## src/rtl/mem_bus_ctrl_pkg.sv

```systemverilog
// Shared definitions for the MEM stage bus controller: FSM states, op codes,
// byte-lane constants and the store-side lane/replication helpers.
package mem_bus_ctrl_pkg;

  typedef enum logic [1:0] {
    MemIdle = 2'd0,
    MemBusy = 2'd1,
    MemDone = 2'd2
  } mem_state_e;

  localparam logic [7:0] EXE_NOP_OP = 8'b0000_0000;
  localparam logic [7:0] EXE_ADD_OP = 8'b0010_0000;
  localparam logic [7:0] EXE_LB_OP  = 8'b1110_0000;
  localparam logic [7:0] EXE_LH_OP  = 8'b1110_0001;
  localparam logic [7:0] EXE_LW_OP  = 8'b1110_0011;
  localparam logic [7:0] EXE_LBU_OP = 8'b1110_0100;
  localparam logic [7:0] EXE_LHU_OP = 8'b1110_0101;
  localparam logic [7:0] EXE_SB_OP  = 8'b1110_1000;
  localparam logic [7:0] EXE_SH_OP  = 8'b1110_1001;
  localparam logic [7:0] EXE_SW_OP  = 8'b1110_1011;

  localparam logic [3:0] SEL_NONE    = 4'b0000;
  localparam logic [3:0] SEL_BYTE0   = 4'b1000;
  localparam logic [3:0] SEL_HALF_HI = 4'b1100;
  localparam logic [3:0] SEL_HALF_LO = 4'b0011;
  localparam logic [3:0] SEL_WORD    = 4'b1111;

  function automatic logic is_load(input logic [7:0] op);
    return (op == EXE_LB_OP) || (op == EXE_LBU_OP) || (op == EXE_LH_OP) ||
           (op == EXE_LHU_OP) || (op == EXE_LW_OP);
  endfunction

  function automatic logic is_store(input logic [7:0] op);
    return (op == EXE_SB_OP) || (op == EXE_SH_OP) || (op == EXE_SW_OP);
  endfunction

  function automatic logic is_mem_op(input logic [7:0] op);
    return is_load(op) || is_store(op);
  endfunction

  function automatic logic is_misaligned(input logic [7:0] op, input logic [1:0] addr_lo);
    logic bad;
    bad = 1'b0;
    if ((op == EXE_LH_OP) || (op == EXE_LHU_OP) || (op == EXE_SH_OP))
      bad = addr_lo[0];
    else if ((op == EXE_LW_OP) || (op == EXE_SW_OP))
      bad = |addr_lo;
    return bad;
  endfunction

  // Big-endian lanes: byte address 0 lives in bits [31:24].
  function automatic logic [3:0] lane_sel(input logic [7:0] op, input logic [1:0] addr_lo);
    logic [3:0] sel;
    sel = SEL_NONE;
    if ((op == EXE_LB_OP) || (op == EXE_LBU_OP) || (op == EXE_SB_OP))
      sel = SEL_BYTE0 >> addr_lo;
    else if ((op == EXE_LH_OP) || (op == EXE_LHU_OP) || (op == EXE_SH_OP))
      sel = addr_lo[1] ? SEL_HALF_LO : SEL_HALF_HI;
    else if ((op == EXE_LW_OP) || (op == EXE_SW_OP))
      sel = SEL_WORD;
    return sel;
  endfunction

  function automatic logic [31:0] store_data(input logic [7:0] op, input logic [31:0] sdata);
    logic [31:0] data;
    data = 32'h0;
    if (op == EXE_SB_OP)
      data = {4{sdata[7:0]}};
    else if (op == EXE_SH_OP)
      data = {2{sdata[15:0]}};
    else if (op == EXE_SW_OP)
      data = sdata;
    return data;
  endfunction

endpackage

```

## src/rtl/mem_bus_ctrl_load_align.sv

```systemverilog
// Selects the addressed byte/half of a big-endian read word and extends it
// according to the load op.
module mem_load_align
  import mem_bus_ctrl_pkg::*;
(
  input  logic [7:0]  aluop,
  input  logic [1:0]  addr_lo,
  input  logic [31:0] rdata,
  output logic [31:0] load_data
);

  logic [7:0]  byte_val;
  logic [15:0] half_val;

  always_comb begin
    byte_val = rdata[31:24];
    case (addr_lo)
      2'd0: byte_val = rdata[31:24];
      2'd1: byte_val = rdata[23:16];
      2'd2: byte_val = rdata[15:8];
      2'd3: byte_val = rdata[7:0];
      default: byte_val = rdata[31:24];
    endcase
    half_val = addr_lo[1] ? rdata[15:0] : rdata[31:16];
  end

  always_comb begin
    load_data = rdata;
    case (aluop)
      EXE_LB_OP:  load_data = {{24{byte_val[7]}}, byte_val};
      EXE_LBU_OP: load_data = {24'h0, byte_val};
      EXE_LH_OP:  load_data = {{16{half_val[15]}}, half_val};
      EXE_LHU_OP: load_data = {16'h0, half_val};
      default:    load_data = rdata;
    endcase
  end

endmodule

```

## src/rtl/mem_bus_ctrl.sv

```systemverilog
// MEM pipeline stage: runs loads/stores over a req/ack bus with a stalling
// IDLE/BUSY/DONE FSM and passes non-memory ops straight to mem_wb.
module mem_bus_ctrl
  import mem_bus_ctrl_pkg::*;
#(
  parameter int BUS_TIMEOUT = 16
) (
  input  logic        clk,
  input  logic        rst,
  input  logic [7:0]  mem_aluop,
  input  logic [31:0] mem_maddr,
  input  logic [31:0] mem_sdata,
  input  logic [4:0]  mem_waddr_i,
  input  logic        mem_we_i,
  input  logic [31:0] mem_wdata_i,
  input  logic        mem_whilo_i,
  input  logic [31:0] mem_hi_i,
  input  logic [31:0] mem_lo_i,
  input  logic [31:0] bus_rdata,
  input  logic        bus_ack,
  output logic        bus_req,
  output logic        bus_we,
  output logic [31:0] bus_addr,
  output logic [3:0]  bus_sel,
  output logic [31:0] bus_wdata,
  output logic [4:0]  mem_waddr,
  output logic        mem_we,
  output logic [31:0] mem_wdata,
  output logic        mem_whilo,
  output logic [31:0] mem_hi,
  output logic [31:0] mem_lo,
  output logic        stallreq_mem,
  output logic        mem_err
);

  localparam logic [7:0] TIMEOUT_LAST = 8'(BUS_TIMEOUT - 1);

  mem_state_e  state, state_next;
  logic [7:0]  busy_cnt;
  logic        err_q;
  logic [31:0] rdata_q;
  logic [31:0] load_data;
  logic        mem_access;
  logic        misaligned;
  logic        timeout;

  assign mem_access = is_mem_op(mem_aluop);
  assign misaligned = is_misaligned(mem_aluop, mem_maddr[1:0]);
  assign timeout    = (busy_cnt == TIMEOUT_LAST);

  mem_load_align u_load_align (
    .aluop     (mem_aluop),
    .addr_lo   (mem_maddr[1:0]),
    .rdata     (rdata_q),
    .load_data (load_data)
  );

  always_ff @(posedge clk) begin
    if (!rst)
      state <= MemIdle;
    else
      state <= state_next;
  end

  // Bus outputs are loaded on the IDLE->BUSY edge and held until ack or abort.
  always_ff @(posedge clk) begin
    if (!rst) begin
      busy_cnt  <= 8'd0;
      err_q     <= 1'b0;
      rdata_q   <= 32'h0;
      bus_req   <= 1'b0;
      bus_we    <= 1'b0;
      bus_addr  <= 32'h0;
      bus_sel   <= 4'h0;
      bus_wdata <= 32'h0;
    end else begin
      case (state)
        MemIdle: begin
          busy_cnt <= 8'd0;
          err_q    <= mem_access && misaligned;
          if (mem_access && !misaligned) begin
            bus_req   <= 1'b1;
            bus_we    <= is_store(mem_aluop);
            bus_addr  <= {mem_maddr[31:2], 2'b00};
            bus_sel   <= lane_sel(mem_aluop, mem_maddr[1:0]);
            bus_wdata <= store_data(mem_aluop, mem_sdata);
          end
        end
        MemBusy: begin
          busy_cnt <= busy_cnt + 8'd1;
          if (bus_ack) begin
            rdata_q <= bus_rdata;
            bus_req <= 1'b0;
          end else if (timeout) begin
            err_q   <= 1'b1;
            bus_req <= 1'b0;
          end
        end
        MemDone: begin
          busy_cnt <= 8'd0;
          err_q    <= 1'b0;
        end
        default: begin
          busy_cnt <= 8'd0;
          err_q    <= 1'b0;
          bus_req  <= 1'b0;
        end
      endcase
    end
  end

  always_comb begin
    state_next   = state;
    stallreq_mem = 1'b0;
    mem_err      = 1'b0;
    mem_waddr    = mem_waddr_i;
    mem_we       = mem_we_i;
    mem_wdata    = mem_wdata_i;
    mem_whilo    = mem_whilo_i;
    mem_hi       = mem_hi_i;
    mem_lo       = mem_lo_i;
    case (state)
      MemIdle: begin
        if (mem_access) begin
          stallreq_mem = 1'b1;
          state_next   = misaligned ? MemDone : MemBusy;
        end
      end
      MemBusy: begin
        stallreq_mem = 1'b1;
        if (bus_ack || timeout)
          state_next = MemDone;
      end
      MemDone: begin
        state_next = MemIdle;
        if (err_q) begin
          mem_we    = 1'b0;
          mem_whilo = 1'b0;
          mem_err   = 1'b1;
        end else if (is_load(mem_aluop)) begin
          mem_wdata = load_data;
        end
      end
      default: state_next = MemIdle;
    endcase
  end

endmodule
```

## config.mk

```make
export PLATFORM = sky130hd
export DESIGN_NAME = mem_bus_ctrl
export DESIGN_NICKNAME = d
export VERILOG_FILES = /design/src/rtl/mem_bus_ctrl_pkg.sv /design/src/rtl/mem_bus_ctrl_load_align.sv /design/src/rtl/mem_bus_ctrl.sv
export SDC_FILE = /design/constraint.sdc
export NUM_CORES = 1
export LEC_CHECK = 0
export CORE_AREA = 3 3 149 151
export DETAILED_ROUTE_END_ITERATION = 12
export DIE_AREA = 0 0 152 154
export MAX_ROUTING_LAYER = met4
export PLACE_DENSITY = 0.71
export SLEW_MARGIN = 20
export SYNTH_ARGS = -nofsm -noshare
export SYNTH_HDL_FRONTEND = slang
export SYNTH_SLANG_ARGS = --single-unit
```

## constraint.sdc

```tcl
create_clock -name clk -period 4 [get_ports clk]
set_clock_uncertainty 0.2 [all_clocks]
set_input_delay 1.2 -clock clk [delete_from_list [all_inputs] [get_ports clk]]
set_output_delay 1.2 -clock clk [all_outputs]
set_load 0.02 [all_outputs]
```

==> results of run 1 <==
-- where the power goes --
| group | leakage [uW] | internal, uW | switching, uW |
|---|---|---|---|
| logic | 0.00217 | 225 | 197 |
| registers | 0.000894 | 1110 | 4.67 |
| clock network | 0.000139 | 451 | 459 |
-- timing repair --
action	CTS	global route
gates resized for setup	245	39
pin swaps	12	11
cloned	1	2
setup buffers	9	6
setup endpoints to repair	33	33
endpoints found under the hold margin	0	0
-- synthesized netlist by cell type (all sizes together) (2+ instances only) --
cell type  number  area share [%]
o2111ai         4            0.58
buf            97              11
nor2b           4            0.41
inv             7            0.43
o211a           3            0.49
a22o           16             2.3
nor2           38             2.4
o21ai          77             6.3
xnor2           2            0.29
nand2         125             7.7
nor3            4            0.51
o22ai           3            0.31
and2            4            0.41
and4            2            0.33
nor4            2            0.21
clkbuf         47             2.9
nor4b           2            0.29
xor2            3            0.43
o2bb2ai         9             1.3
o211ai          6            0.74
a221oi          7             1.0
and3            2            0.21
nand3          36             3.0
a31oi           8            0.82
dfxtp         111              37
a21oi         107             8.8
mux2i           9             1.5
mux4            8             3.0
nand4          35             3.6
-- per-layer routing --
layer,up-vias,track usage [%],share of wire [%]
li1,3109,-,-
met1,3140,25.5,42
met2,263,32.3,48
met3,50,4.28,7.3
met4,0,7.11,2.8
met5,-,-,0
-- worst paths after layout --
path | to | slack, ns | startpoint | cells after the start
max | mem_wdata[17] | -0.07 | mem_maddr[0] | 8
min | busy_cnt[0] | 0.27 | busy_cnt[0] | 1
max reg2reg | bus_wdata[2] | 1.78 | state[0] | 5
min reg2reg | busy_cnt[0] | 0.27 | busy_cnt[0] | 1
-- sequential cells by signal (all words and copies together) (netlist names) --
signal     cells
state          2
rdata_q       32
err_q          1
bus_addr      30
bus_req        1
bus_we         1
busy_cnt       8
bus_sel        4
bus_wdata     32
-- per-stage QoR --
stage	utilization (%)	setup TNS [ns]	cells
after floorplan	-	-1.13	794
after global placement	41.0	-27.77	1223
after detailed placement	41.0	-28.84	1223
after CTS	43.2	-1.18	1249
after global routing	44.3	-2.98	1256
final	44.3	-1.06	1256
-- cell families (layout without fill, tap and decap cells) --
logic type / Yosys count / in the layout / synth area share [%]
multiplexers: 17 / 17 / 4.44
adder cells (fa/ha/maj): 1 / 1 / 0.206
AO/OA/AOI/OAI: 247 / 247 / 23.8
other: 1 / 2 / 0.0616
buffers and inverters: 151 / 338 / 14.5
flip-flops: 111 / 111 / 36.5
AND/OR/NAND/NOR: 260 / 260 / 19.8
XOR/XNOR: 5 / 5 / 0.720
-- layout make-up --
class                           count  area [um2]
Fill cell                        2091       11700
Multi-Input combinational cell    532        3300
Timing Repair Buffer              315        3100
Sequential cell                   111        2220
Tap cell                          275         344
Clock buffer                       10         239
Clock inverter                      6        51.3
Inverter                            7        26.3
==> impl_metrics.env, run 1 <==
export IMPL_start_util_pct=29.0
export IMPL_crit_chain="buf_8 > mux4_2 > and4_4 > nor3_4 > buf_6 > buf_12 > a21oi_2 > buf_4"
export IMPL_cts_tree="done"
export IMPL_place_hpwl_mm=17.4
export IMPL_cp_end_kind="output port"
export IMPL_maxSlewHeadroom_pct=49.2
export IMPL_grt_pass1_vias=6401
export IMPL_violations="negative setup slack"
export IMPL_layout_setup_ws_ns=-0.0749
export IMPL_post_place_ws_ns=-0.984
export IMPL_portBuffers=244
export IMPL_crit_fanout=8
export IMPL_critical_path_class="in -> out"
export IMPL_worstPathArrival_ns=2.67
export IMPL_hold_violations=0
export IMPL_final_cell_area_mm2=0.00929
export IMPL_layout_common_cells="clkdlybuf4s50_1 (201), nand2_1 (123), dfxtp_1 (111), a21oi_1 (91), o21ai_0 (69)"
export IMPL_maxCapViolations=0
export IMPL_rows=53
export IMPL_clk_path_buf_depth=2
export IMPL_drc_errors=0
export IMPL_syn_inst=793
export IMPL_cp_required_ns=2.60
export IMPL_num_vias=6562
export IMPL_die_area_mm2=0.0234
export IMPL_overflow=0
export IMPL_crit_slowest_cell="mux4_2"
export IMPL_placed_cell_area_mm2=0.00860
export IMPL_drive_above_1_share_pct=19.1
export IMPL_cts_num_sinks=111
export IMPL_pin_count=385
export IMPL_place_congestion=0.864
export IMPL_avgSynthCellArea_um2=7.67
export IMPL_rsz0062_at_grt="true"
export IMPL_hold_buffers=0
export IMPL_dieWidth_um=152
export IMPL_grt_pass1_wl_mm=37.0
export IMPL_final_setup_viol_count=28
export IMPL_worst_slew_pin_slew_ns=0.759
export IMPL_clk_pin_slew_worst_paths_ns=0.08
export IMPL_grt_total_usage_pct=20.2
export IMPL_root_buffer="clkbuf_16"
export IMPL_p_leak_uw=0.00320
export IMPL_total_power_uw=2450
export IMPL_drt_initial_drc_count=435
export IMPL_fin_crit_ns=4.07
export IMPL_wl_per_cell_um=19.6
export IMPL_fmax_ghz=0.245
export IMPL_timing_critical_path_buf_inv=4
export IMPL_syn_area_mm2=0.00609
export IMPL_numCtsBuffers=9
export IMPL_h_tree_depth=3
export IMPL_first_pass_iters=4
export IMPL_insertion_delay_ns=0.35
export IMPL_antennaDiodeCount=0
export IMPL_status="finished with violations"
export IMPL_nets=1187
export IMPL_die_h_um=154
export IMPL_power_density_mw_per_mm2=263
export IMPL_synth_edff_count=0
export IMPL_ir_drop_v=0.000167
export IMPL_start_kind="input pin"
export IMPL_slowest_delay_ns=0.50
export IMPL_cp_top_family="multiplexers"
export IMPL_grt_start_max_net_pins=56
export IMPL_drt_total_wl_mm=24.6
export IMPL_synth_seq_area_share_pct=36.5
export IMPL_ys_types=52
export IMPL_finalMaxSlewViolations=0
export IMPL_synthFlopType="dfxtp_1"
export IMPL_viasPerCell=5.22
export IMPL_hold_slack_ns=0.270
export IMPL_antenna_found_initial=0
export IMPL_ys_ff_latch=111
export IMPL_drtAntennaViolNets=0
export IMPL_async_flop_share_pct=0
export IMPL_finalCritPeriodShare_pct=102
export IMPL_area_growth_pct=52.6
export IMPL_yosysWarnings=0
export IMPL_core_area_mm2=0.0210
export IMPL_hp_class="reg -> reg"
export IMPL_layout_commonest_cell="clkdlybuf4s50_1"
No activity file was read; power rests on OpenSTA's default activity.
==> run 2, diff against run 1 <==
GPL_TIMING_DRIVEN = 0   (was unset)
PLACE_DENSITY = 0.67   (was 0.71)
==> impl_metrics.env, run 2 (synthesis gave the netlist of run 1 again) <==
export IMPL_status="finished with violations"
export IMPL_violations="negative setup slack"
export IMPL_crit_chain="buf_6 > and4b_2 > buf_6 > o211a_4 > buf_12 > buf_12 > nor2_4 > a31oi_2 > buf_4"
export IMPL_sw_frac_of_total_pct=26.0
export IMPL_grt_start_max_net_pins=17
export IMPL_portBuffers=308
export IMPL_finalCritPeriodShare_pct=101
export IMPL_maxSlewHeadroom_pct=29.5
export IMPL_layout_commonest_cell="clkdlybuf4s50_1"
export IMPL_fin_crit_ns=4.06
export IMPL_finalMaxSlewViolations=0
export IMPL_worstPathArrival_ns=2.66
export IMPL_grt_pass1_wl_mm=40.8
export IMPL_viasPerCell=5.11
export IMPL_fmax_ghz=0.247
export IMPL_p_switching_uw=692
export IMPL_crit_fanout=7
export IMPL_hold_violations=0
export IMPL_power_density_mw_per_mm2=249
export IMPL_die_h_um=154
export IMPL_ir_drop_v=0.000159
export IMPL_core_area_mm2=0.0210
export IMPL_grt_total_usage_pct=22.4
export IMPL_rsz0062_at_grt="true"
export IMPL_drt_initial_drc_count=426
export IMPL_grt_pass1_vias=7005
export IMPL_area_growth_pct=75.6
export IMPL_layout_common_cells="clkdlybuf4s50_1 (269), nand2_1 (119), dfxtp_1 (111), buf_4 (96), a21oi_1 (90)"
export IMPL_pin_count=385
export IMPL_worstHoldStart="bus_wdata[5]"
export IMPL_worst_slew_pin_slew_ns=1.06
export IMPL_slowest_delay_ns=0.34
export IMPL_drt_total_wl_mm=27.3
export IMPL_place_congestion=0.889
export IMPL_rows=53
export IMPL_insertion_delay_ns=0.34
export IMPL_drtAntennaViolNets=0
export IMPL_drive_above_1_share_pct=22.2
export IMPL_dieWidth_um=152
export IMPL_antenna_found_initial=3
export IMPL_p_int_uw=1970
export IMPL_critical_path_class="in -> out"
export IMPL_wl_per_cell_um=19.3
export IMPL_hold_buffers=0
export IMPL_clk_pin_slew_worst_paths_ns=0.07
export IMPL_reg2reg_from="state[0]"
export IMPL_clkPwrFrac_pct=35.4
export IMPL_p_leak_uw=0.00382
export IMPL_clk_path_buf_depth=2
export IMPL_root_buffer="clkbuf_16"
export IMPL_nets=1349
export IMPL_layout_setup_ws_ns=-0.0561
export IMPL_die_area_mm2=0.0234
export IMPL_final_setup_viol_count=25
export IMPL_final_core_util_pct=51.0
export IMPL_seqPwrFrac_pct=41.8
export IMPL_cp_end_kind="output port"
export IMPL_numCtsBuffers=9
export IMPL_cp_top_family="buffers and inverters"
export IMPL_crit_slowest_cell="and4b_2"
export IMPL_cts_num_sinks=111
export IMPL_setup_tns_final_ns=-0.921
export IMPL_overflow=0
export IMPL_drc_errors=0
export IMPL_hp_class="reg -> reg"
export IMPL_top_regs="bus_wdata (32), rdata_q (32), bus_addr (30)"
export IMPL_cp_required_ns=2.60
export IMPL_maxCapViolations=0
export IMPL_comb_power_share_pct=22.7
export IMPL_cts_tree="done"
export IMPL_h_tree_depth=3
export IMPL_start_util_pct=29.0
export IMPL_timing_critical_path_buf_inv=5
export IMPL_first_pass_iters=7
export IMPL_crit_path_start="mem_aluop[4]"
export IMPL_num_vias=7258
export IMPL_place_hpwl_mm=21.0
export IMPL_start_kind="input pin"
run 2: worst reg2reg max path, cell delays in order (launching register included):
cell      delay (ns)
dfxtp_1         0.30
clkbuf_1        0.20
a211oi_1        0.33
o211a_1         0.23
buf_2           0.24
buf_1           0.47
nand4_1         0.19
o21ai_0         0.12
run 2: power by group through the flow:
stage	clock, uW	combinational [uW]	sequential (uW)
2_1_floorplan	0	255	1140
3_3_place_gp	0	567	1140
3_5_place_dp	0	570	1140
4_1_cts	970	596	1110
5_1_grt	1000	640	1120
6_report	944	606	1110
run 2: cell type report:
type                       instances  area, um2
fill                            2019      10300
multi-input combinational        532       3450
timing repair buffer             337       3390
sequential                       111       2220
buffer                           140        938
tap                              275        344
clock buffer                      13        270
clock inverter                     2       38.8
inverter                           7       26.3
antenna                            3       7.51
run 2: per-layer routing:
| metal | track usage, % | up-vias | wire length [um] |
|---|---|---|---|
| met5 | - | - | 0 |
| met4 | 6.38 | 0 | 548 |
| met3 | 4.95 | 38 | 1940 |
| met2 | 37.1 | 357 | 13500 |
| met1 | 27.7 | 3423 | 11400 |
| li1 | - | 3440 | - |
run 2: metrics by stage:
step                setup WS [ns]  std cells  hold WS [ns]  area (um2)  total power [uW]
detailed placement          -1.45       1377         0.253        9580              1710
global placement            -1.41       1377         0.244        9580              1710
floorplan                 -0.0759        794         0.226        6150              1400
CTS                       -0.0739       1415         0.270       10500              2680
global route               -0.118       1420         0.287       10700              2760
finish                    -0.0561       1420         0.270       10700              2670
run 2: path summary, 6_finish.rpt:
check                 end  slack, ns  cells after the start
max          mem_wdata[5]      -0.06                      9
min          bus_wdata[5]       0.27                      2
max reg2reg  bus_wdata[7]       1.64                      7
min reg2reg  bus_wdata[5]       0.27                      2
run 2: what timing repair did:
item | CTS | global route
endpoints found under the setup margin | 33 | 33
endpoints found under the hold margin | 0 | 0
resized for setup | 313 | 44
setup buffers | 22 | 4
pin swaps | 20 | 15
cloned | 4 | 0
